`config.mk`:
```
export PLATFORM = sky130hd
export DESIGN_NAME = matrix_op_sequencer
export DESIGN_NICKNAME = d
export VERILOG_FILES = /design/src/rtl/matrix_op_sequencer.sv
export SDC_FILE = /design/constraint.sdc
export NUM_CORES = 1
export LEC_CHECK = 0
export ABC_AREA = 1
export CAP_MARGIN = 20
export CORE_AREA = 3 3 503 505
export CTS_CLUSTER_SIZE = 25
export DETAILED_ROUTE_END_ITERATION = 6
export DIE_AREA = 0 0 506 508
export PLACE_DENSITY = 0.39
export SYNTH_ARGS = -nofsm -noshare
export SYNTH_HDL_FRONTEND = slang
export SYNTH_SLANG_ARGS = --single-unit
```
`constraint.sdc`:
```
create_clock -name clk -period 29.2 [get_ports clk]
set_input_delay 2.92 -clock clk [delete_from_list [all_inputs] [get_ports clk]]
set_output_delay 2.92 -clock clk [all_outputs]
set_load 0.05 [all_outputs]
```
`src/rtl/matrix_op_sequencer.sv`:
```
// Sequencer between the result RAM and the matrix coprocessor: fetches size/A/B, runs the op,
// writes the result back and shows it on the LEDs. Define MATSEQ_LED_SCAN_EN to scan the full result.
module matrix_op_sequencer #(
    parameter int DATA_W    = 256,
    parameter int ADDR_W    = 8,
    parameter int SIZE_W    = 3,
    parameter int LED_W     = 8,
    parameter int RD_LAT    = 1,
    parameter int TICK_DIV  = 25_000_000,
    parameter int TIMEOUT   = 1024,
    parameter int SIZE_ADDR = 0,
    parameter int A_ADDR    = 1,
    parameter int B_ADDR    = 2,
    parameter int C_ADDR    = 3
) (
    input  logic              clk,
    input  logic              rst,
    input  logic              sw,
    output logic [ADDR_W-1:0] ram_addr,
    output logic [DATA_W-1:0] ram_wdata,
    output logic              ram_we,
    input  logic [DATA_W-1:0] ram_rdata,
    output logic [SIZE_W-1:0] op_size,
    output logic [DATA_W-1:0] op_a,
    output logic [DATA_W-1:0] op_b,
    output logic              op_start,
    input  logic              op_done,
    input  logic [DATA_W-1:0] op_result,
    output logic              busy,
    output logic              err,
    output logic [LED_W-1:0]  leds
);

    localparam int WD_W = $clog2(TIMEOUT + 1);

    if (RD_LAT < 1 || RD_LAT > 3 || TICK_DIV < 2 || (DATA_W % LED_W) != 0 || LED_W < 6)
    begin : g_param_check
        $error("matrix_op_sequencer: illegal parameter combination");
    end

    typedef enum logic [3:0] {
        S_IDLE      = 4'd0,
        S_RD_SIZE   = 4'd1,
        S_RD_A      = 4'd2,
        S_RD_B      = 4'd3,
        S_START     = 4'd4,
        S_WAIT_DONE = 4'd5,
        S_WRITE     = 4'd6,
        S_SCAN      = 4'd7,
        S_ERR       = 4'd8
    } state_t;

    state_t            state;
    state_t            nxt;
    logic              sw_q;
    logic              sw_qq;
    logic              start;
    logic [1:0]        rd_cnt;
    logic              rd_done;
    logic [WD_W-1:0]   wd_cnt;
    logic [DATA_W-1:0] res_q;
    logic              cap_size;
    logic              cap_a;
    logic              cap_b;
    logic              cap_res;
    logic              rd_inc;
    logic              wd_inc;
    logic              set_err;
    logic              clr_err;

    // Two-flop synchroniser; only the rising edge of the switch starts a run.
    always_ff @(posedge clk or posedge rst) begin
        if (rst) begin
            sw_q  <= 1'b0;
            sw_qq <= 1'b0;
        end else begin
            sw_q  <= sw;
            sw_qq <= sw_q;
        end
    end

    assign start   = sw_q & ~sw_qq;
    assign rd_done = (rd_cnt == 2'(RD_LAT));

    always_ff @(posedge clk or posedge rst) begin
        if (rst) begin
            state <= S_IDLE;
        end else begin
            state <= nxt;
        end
    end

    always_comb begin
        nxt       = state;
        cap_size  = 1'b0;
        cap_a     = 1'b0;
        cap_b     = 1'b0;
        cap_res   = 1'b0;
        rd_inc    = 1'b0;
        wd_inc    = 1'b0;
        set_err   = 1'b0;
        clr_err   = 1'b0;
        ram_addr  = '0;
        ram_wdata = '0;
        ram_we    = 1'b0;
        op_start  = 1'b0;
        busy      = 1'b0;
        case (state)
            S_IDLE, S_SCAN, S_ERR: begin
                if (start) begin
                    nxt     = S_RD_SIZE;
                    clr_err = 1'b1;
                end
            end
            S_RD_SIZE: begin
                busy     = 1'b1;
                ram_addr = ADDR_W'(SIZE_ADDR);
                if (rd_done) begin
                    cap_size = 1'b1;
                    if (ram_rdata[SIZE_W-1:0] == '0) begin
                        nxt     = S_ERR;
                        set_err = 1'b1;
                    end else begin
                        nxt = S_RD_A;
                    end
                end else begin
                    rd_inc = 1'b1;
                end
            end
            S_RD_A: begin
                busy     = 1'b1;
                ram_addr = ADDR_W'(A_ADDR);
                if (rd_done) begin
                    cap_a = 1'b1;
                    nxt   = S_RD_B;
                end else begin
                    rd_inc = 1'b1;
                end
            end
            S_RD_B: begin
                busy     = 1'b1;
                ram_addr = ADDR_W'(B_ADDR);
                if (rd_done) begin
                    cap_b = 1'b1;
                    nxt   = S_START;
                end else begin
                    rd_inc = 1'b1;
                end
            end
            S_START: begin
                busy     = 1'b1;
                op_start = 1'b1;
                nxt      = S_WAIT_DONE;
            end
            S_WAIT_DONE: begin
                busy = 1'b1;
                // A done arriving on the last allowed clock still completes normally.
                if (op_done) begin
                    cap_res = 1'b1;
                    nxt     = S_WRITE;
                end else if (wd_cnt == WD_W'(TIMEOUT - 1)) begin
                    nxt     = S_ERR;
                    set_err = 1'b1;
                end else begin
                    wd_inc = 1'b1;
                end
            end
            S_WRITE: begin
                busy      = 1'b1;
                ram_addr  = ADDR_W'(C_ADDR);
                ram_wdata = res_q;
                ram_we    = 1'b1;
                nxt       = S_SCAN;
            end
            default: nxt = S_IDLE;
        endcase
    end

    // Counters fall back to zero whenever they are not advancing, so every state entry starts clean.
    always_ff @(posedge clk or posedge rst) begin
        if (rst) begin
            rd_cnt  <= '0;
            wd_cnt  <= '0;
            op_size <= '0;
            op_a    <= '0;
            op_b    <= '0;
            res_q   <= '0;
            err     <= 1'b0;
        end else begin
            rd_cnt <= rd_inc ? rd_cnt + 2'd1 : 2'd0;
            wd_cnt <= wd_inc ? wd_cnt + WD_W'(1) : '0;
            if (cap_size) op_size <= ram_rdata[SIZE_W-1:0];
            if (cap_a)    op_a    <= ram_rdata;
            if (cap_b)    op_b    <= ram_rdata;
            if (cap_res)  res_q   <= op_result;
            if (set_err) begin
                err <= 1'b1;
            end else if (clr_err) begin
                err <= 1'b0;
            end
        end
    end

`ifdef MATSEQ_LED_SCAN_EN
    localparam int NSTEP  = DATA_W / LED_W;
    localparam int IDX_W  = (NSTEP > 1) ? $clog2(NSTEP) : 1;
    localparam int TICK_W = $clog2(TICK_DIV);

    logic [TICK_W-1:0] tick_cnt;
    logic [IDX_W-1:0]  idx;

    always_ff @(posedge clk or posedge rst) begin
        if (rst) begin
            tick_cnt <= '0;
            idx      <= '0;
            leds     <= '0;
        end else if (set_err) begin
            leds <= '1;
        end else if (state == S_WRITE) begin
            tick_cnt <= '0;
            idx      <= '0;
        end else if (state == S_SCAN) begin
            if (tick_cnt == TICK_W'(TICK_DIV - 1)) begin
                tick_cnt <= '0;
                leds     <= res_q[int'(idx) * LED_W +: LED_W];
                idx      <= (idx == IDX_W'(NSTEP - 1)) ? '0 : idx + IDX_W'(1);
            end else begin
                tick_cnt <= tick_cnt + TICK_W'(1);
            end
        end
    end
`else
    logic [LED_W-3:0] st_code;

    assign st_code = (LED_W - 2)'(state);

    always_comb begin
        leds = {err, busy, st_code};
        if (state == S_SCAN) begin
            leds = res_q[LED_W-1:0];
        end else if (state == S_ERR) begin
            leds = '1;
        end
    end
`endif

endmodule

```
After elaboration in Yosys (flattened, before gate mapping)
Index checks and enable logic that the tools add are counted.
Storage, ports and cells
  input bits: 516
  bits in registers: 791
  output and inout port bits: 791
  word-level logic and storage cells: 73
Cells by class
  bitwise logic cells: 2
  $add $sub $neg: 2
  eq/ne operators: 15
  mux-type cells: 37
  reductions and logical operators: 7
Operator list (number)
  256-bit 2-to-1 mux: 1
  4-bit 2-to-1 mux: 7
  4-bit one-hot mux with 7 select lines: 1
  1-bit 2-to-1 mux: 22
  4-bit by 3-bit equality test with 1-bit output, second input constant: 4
  8-bit 2-to-1 mux: 2
  11-bit by 1-bit adder with 11-bit output, second input constant: 1
  11-bit by 10-bit equality test with 1-bit output, second input constant: 1
  11-bit 2-to-1 mux: 1
  4-bit by 2-bit equality test with 1-bit output, second input constant: 2
  2-bit != test, second input constant: 4
  2-bit one-hot mux with 3 select lines: 1
  3-bit OR reduction: 2
  6-bit OR reduction: 1
  5-bit AND reduction: 1
  4-bit by 1-bit equality test with 1-bit output, second input constant: 1
  4-bit equality test, second input constant: 1
  4-bit logical NOT: 1
  3-bit logical NOT: 1
  3-bit != test, second input constant: 1
  2-bit by 1-bit adder with 2-bit output, second input constant: 1
  2-bit by 1-bit equality test with 1-bit output, second input constant: 1
  2-bit 2-to-1 mux: 1
  1-bit one-hot mux with 2 select lines: 1
  3 further kinds: 3

Depth between registers and ports, before layout
  depth after elaboration: 6
  mapped depth: 9
  depth with buffers taken out: 9

Worst setup path before layout
OpenSTA, ideal clock, no wires.
  kind: register to output
  start: register state[0]
  end: output ram_wdata[246]
  arrival time: 2.517 ns
  path buffers: 2
  slack: 23.763 ns
  cell stages (with the launch flop): 8
  cell sequence: dfrtp_1 -> nor2_1 -> nand2_1 -> nor2_1 -> inv_2 -> buf_2 -> buf_2 -> nor2_1
On the way
  cells in the longest elaborated chain, start to end: 2
Ends and longest elaborated chain
  from (decl): RTL line 53  | state_t state;
  from (signal assigned): RTL line 89  | state <= nxt;
  4-bit by 3-bit equality test with 1-bit output: RTL line 108  | case (state)
  256-bit 2-to-1 mux: RTL line 108
  to (decl): RTL line 20  | output logic [DATA_W-1:0] ram_wdata,
Every way passes these cells.

Final worst setup path
  start: register state[0]
  end: output ram_wdata[247]
The elaborated chain is that of the path after synthesis.

==> impl_metrics.toml <==
[timing]
slew_headroom_pct = 28.09
rsz0062_at_grt = "false"
setup_viol = 0
max_freq_mhz = 145.5
drv_slew = 0
skew_ns = 0.03554
hold_violations = 0
tightestPinTransition_ns = 1.075
period_share_pct = 23.54
holdWs_ns = 0.4227
finalCriticalPeriod_ns = 6.875
fin_tns_setup_ns = 0

[worst_setup_path]
cp_slowest_cell = "clkdlybuf4s50_1"
setup.worst_path.start = "state[0]$_DFFE_PP0P_"
endpoint_kind = "output pin"
critical_path_class = "flop to output pin"
required_ns = 26.28
worst-path-buf-inv = 4
crit_top_cell = "nor2_1"
path_cells = "nor2_1 > nand2_1 > nor2_1 > inv_8 > buf_16 > buf_4 > nor2_1 > clkdlybuf4s50_1"
cp_max_fo = 97
start_kind = "flop"
cpLargestDelayFamily = "buffers and inverters"
r2r-start = "state[1]$_DFFE_PP0P_"
cpPeakStageDelay_ns = 0.82
cp.arrival_ns = 3.95

[die]
die_width_um = 506
start_util_pct = 12.80
num_io_pins = 1307
core_um2 = 248700
fp.dieH_um = 508
dieArea_um2 = 257000
rows = 183

[yosys]
synthCells = 3440
synth_enable_flop_cells = 0
synth.distinct_cells = 25
yosys.area_share.simple_pct = 13.36
synth_top_family_by_area = "compound AO/OA/AOI/OAI gates"
yosys.area.top_type = "dfrtp_1"
syn-cell-area_um2 = 31830
synth.most_common_cell = "nand2_1"
synth_warnings = 0
muxShareOfSynthArea_pct = 0
syn_avg_cell_area_um2 = 9.254
synth-compound-area-share_pct = 14.40
synth.top_cell.area_share_pct = 62.18
synth-main-ff-cell = "dfrtp_1"
ys_top_cells_by_area = "dfrtp_1, nand2_1, o21ai_1"
synth_xor_area_share_pct = 0.05502
synthAdderAreaFrac_pct = 0.07861
ys_ff_latch = 791
synth-async-reset-ratio_pct = 100.0
synth_common_cells = "nand2_1, dfrtp_1, inv_1, o21ai_1, nor2_1"
ys_seq_area_share_pct = 62.18

[clock_tree]
cts_tree = "done"
worstSkewPairLatency_ns = 0.74
cts_root_buf = "clkbuf_16"
postCtsSetupBuffers = 0
htree_levels = 3
cts_resized = 0
cts.sink_count = 791
cts_made_buffers = 104
clockBufferDepth = 3
clk_pin_slew_worst_paths_ns = 0.06
cts_hold_buffers = 0

[hold_path]
hold_path.class = "flop to flop"
hp-start = "sw_q$_DFF_PP0_"

[detailed_routing]
final_antenna_net_count = 0
drt-pass1-iter-count = 5
drc = 0
drt_iter0_markers = 1586
routed_via_density = 3.445
wirelength_mm = 182.1
routed-via-count = 27960
wl_per_cell_um = 22.43

[global_route]
grtUsageTotal_pct = 13.61
grt-ovfl-total = 0
grt_pass1_vias = 28430
grt_pass1_wl_mm = 244.2
grt_antenna_before_repair = 99
grt_max_degree = 181

[pwr]
power.density_nw_per_um2 = 129.9
ir_drop_mv = 0.05803
power_mw = 6.726
p_leak_nw = 22.17

[placement]
placement.io_buffers = 1300
post-place-cells = 7897
gp_congestion = 0.8996
hpwlAfterDp_mm = 146.3

[final_layout]
drive_gt1_share_pct = 4.202
fin_util_pct = 20.82
nets = 5192
n_fill_cell = 27740
syn2layout_area_growth_pct = 62.64
layoutNonFillerInstCount = 8116
final-seq-area_um2 = 19790
multiInputGateArea_um2 = 8909

[run_status]
status = "finished clean"

[job]
maxCapViolCount = 0
cell type report:
type                    instances  area share (%)
multi-input cells            1914           17.21
diodes                         26          0.1257
well taps                    3330           8.047
repair buffers               1327           25.65
clock inverters                30          0.8144
flip-flops and latches        791           38.23
clock buffers                 162           5.991
inverters                     536           3.929
layer usage:
| metal | global-route usage, % | up-vias | wire length [um] |
|---|---|---|---|
| li1 | - | 13160 | - |
| met1 | 17.22 | 13350 | 78380 |
| met2 | 20.12 | 1160 | 77350 |
| met3 | 6.990 | 226 | 21210 |
| met4 | 3.797 | 64 | 4635 |
| met5 | 0.3333 | - | 502 |
power by group:
| group | total (mW) | leakage (nW) | switching, mW | internal [mW] |
|---|---|---|---|---|
| combinational | 3.49 | 11.1 | 2.43 | 1.06 |
| sequential | 1.91 | 9.35 | 0.259 | 1.65 |
| clock | 1.33 | 1.70 | 0.543 | 0.785 |
| total | 6.73 | 22.2 | 3.23 | 3.50 |
path summary, 6_finish.rpt:
| path | to | cells past startpoint | slack, ns |
|---|---|---|---|
| hold / removal | sw_qq$_DFF_PP0_ | 0 | 0.42 |
| min in group asynchronous | res_q[104]$_DFFE_PP0P_ | 2 | 2.71 |
| setup reg to reg | op_b[57]$_DFFE_PP0P_ | 9 | 24.71 |
| setup / recovery | ram_wdata[247] | 8 | 22.33 |
| hold reg to reg | sw_qq$_DFF_PP0_ | 0 | 0.42 |
| max in group asynchronous | op_b[159]$_DFFE_PP0P_ | 6 | 23.02 |
worst register-to-register path: stages, from the launching register on:
cell,delay [ns]
dfrtp_1,0.49
nand2_1,0.11
inv_2,0.06
nand2_1,0.32
nor2_4,0.43
buf_4,0.76
buf_4,0.95
buf_4,0.76
nand2_1,0.34
o21a_1,0.18
through the flow:
stage | area [um2] | worst slack, ns
after floorplan | 31850 | 4.070
after global placement | 48160 | 22.05
after detailed placement | 48160 | 22.06
after CTS | 51680 | 22.19
after global routing | 51730 | 21.96
final | 51770 | 22.33
cells in the final DEF, fill, tap and decap left out, types with 5 or more instances in the layout:
master | netlist | final
clkbuf_16 | 0 | 105
a21oi_1 | 5 | 5
nand2_1 | 808 | 808
nand3_1 | 18 | 18
conb_1 | 1 | 6
diode_2 | 0 | 26
o21ai_1 | 480 | 480
bufinv_16 | 0 | 6
buf_4 | 55 | 23
clkdlybuf4s50_1 | 0 | 1299
clkbuf_8 | 0 | 26
nor2_1 | 282 | 282
dfrtp_1 | 791 | 791
inv_1 | 531 | 530
clkinv_2 | 0 | 8
clkinvlp_4 | 0 | 6
clkbuf_1 | 10 | 31
o21a_1 | 256 | 256
o21ai_0 | 41 | 41
state kept, by name, indices dropped and copies added, names as in the netlist:
name,flops
op_a,256
op_b,256
res_q,256
wd_cnt,11
state,4
op_size,3
rd_cnt,2
err,1
sw_q,1
sw_qq,1
logic make-up (layout without fill, tap and decap cells):
logic type / after synthesis / in the layout
flip-flops: 791 / 791
buffers and inverters: 740 / 2055
AO/OA/AOI/OAI: 786 / 786
AND/OR/NAND/NOR: 1118 / 1118
adder cells (fa/ha/maj): 2 / 2
other: 1 / 32
XOR/XNOR: 2 / 2
Note: power is estimated with default switching activity, not from simulation.
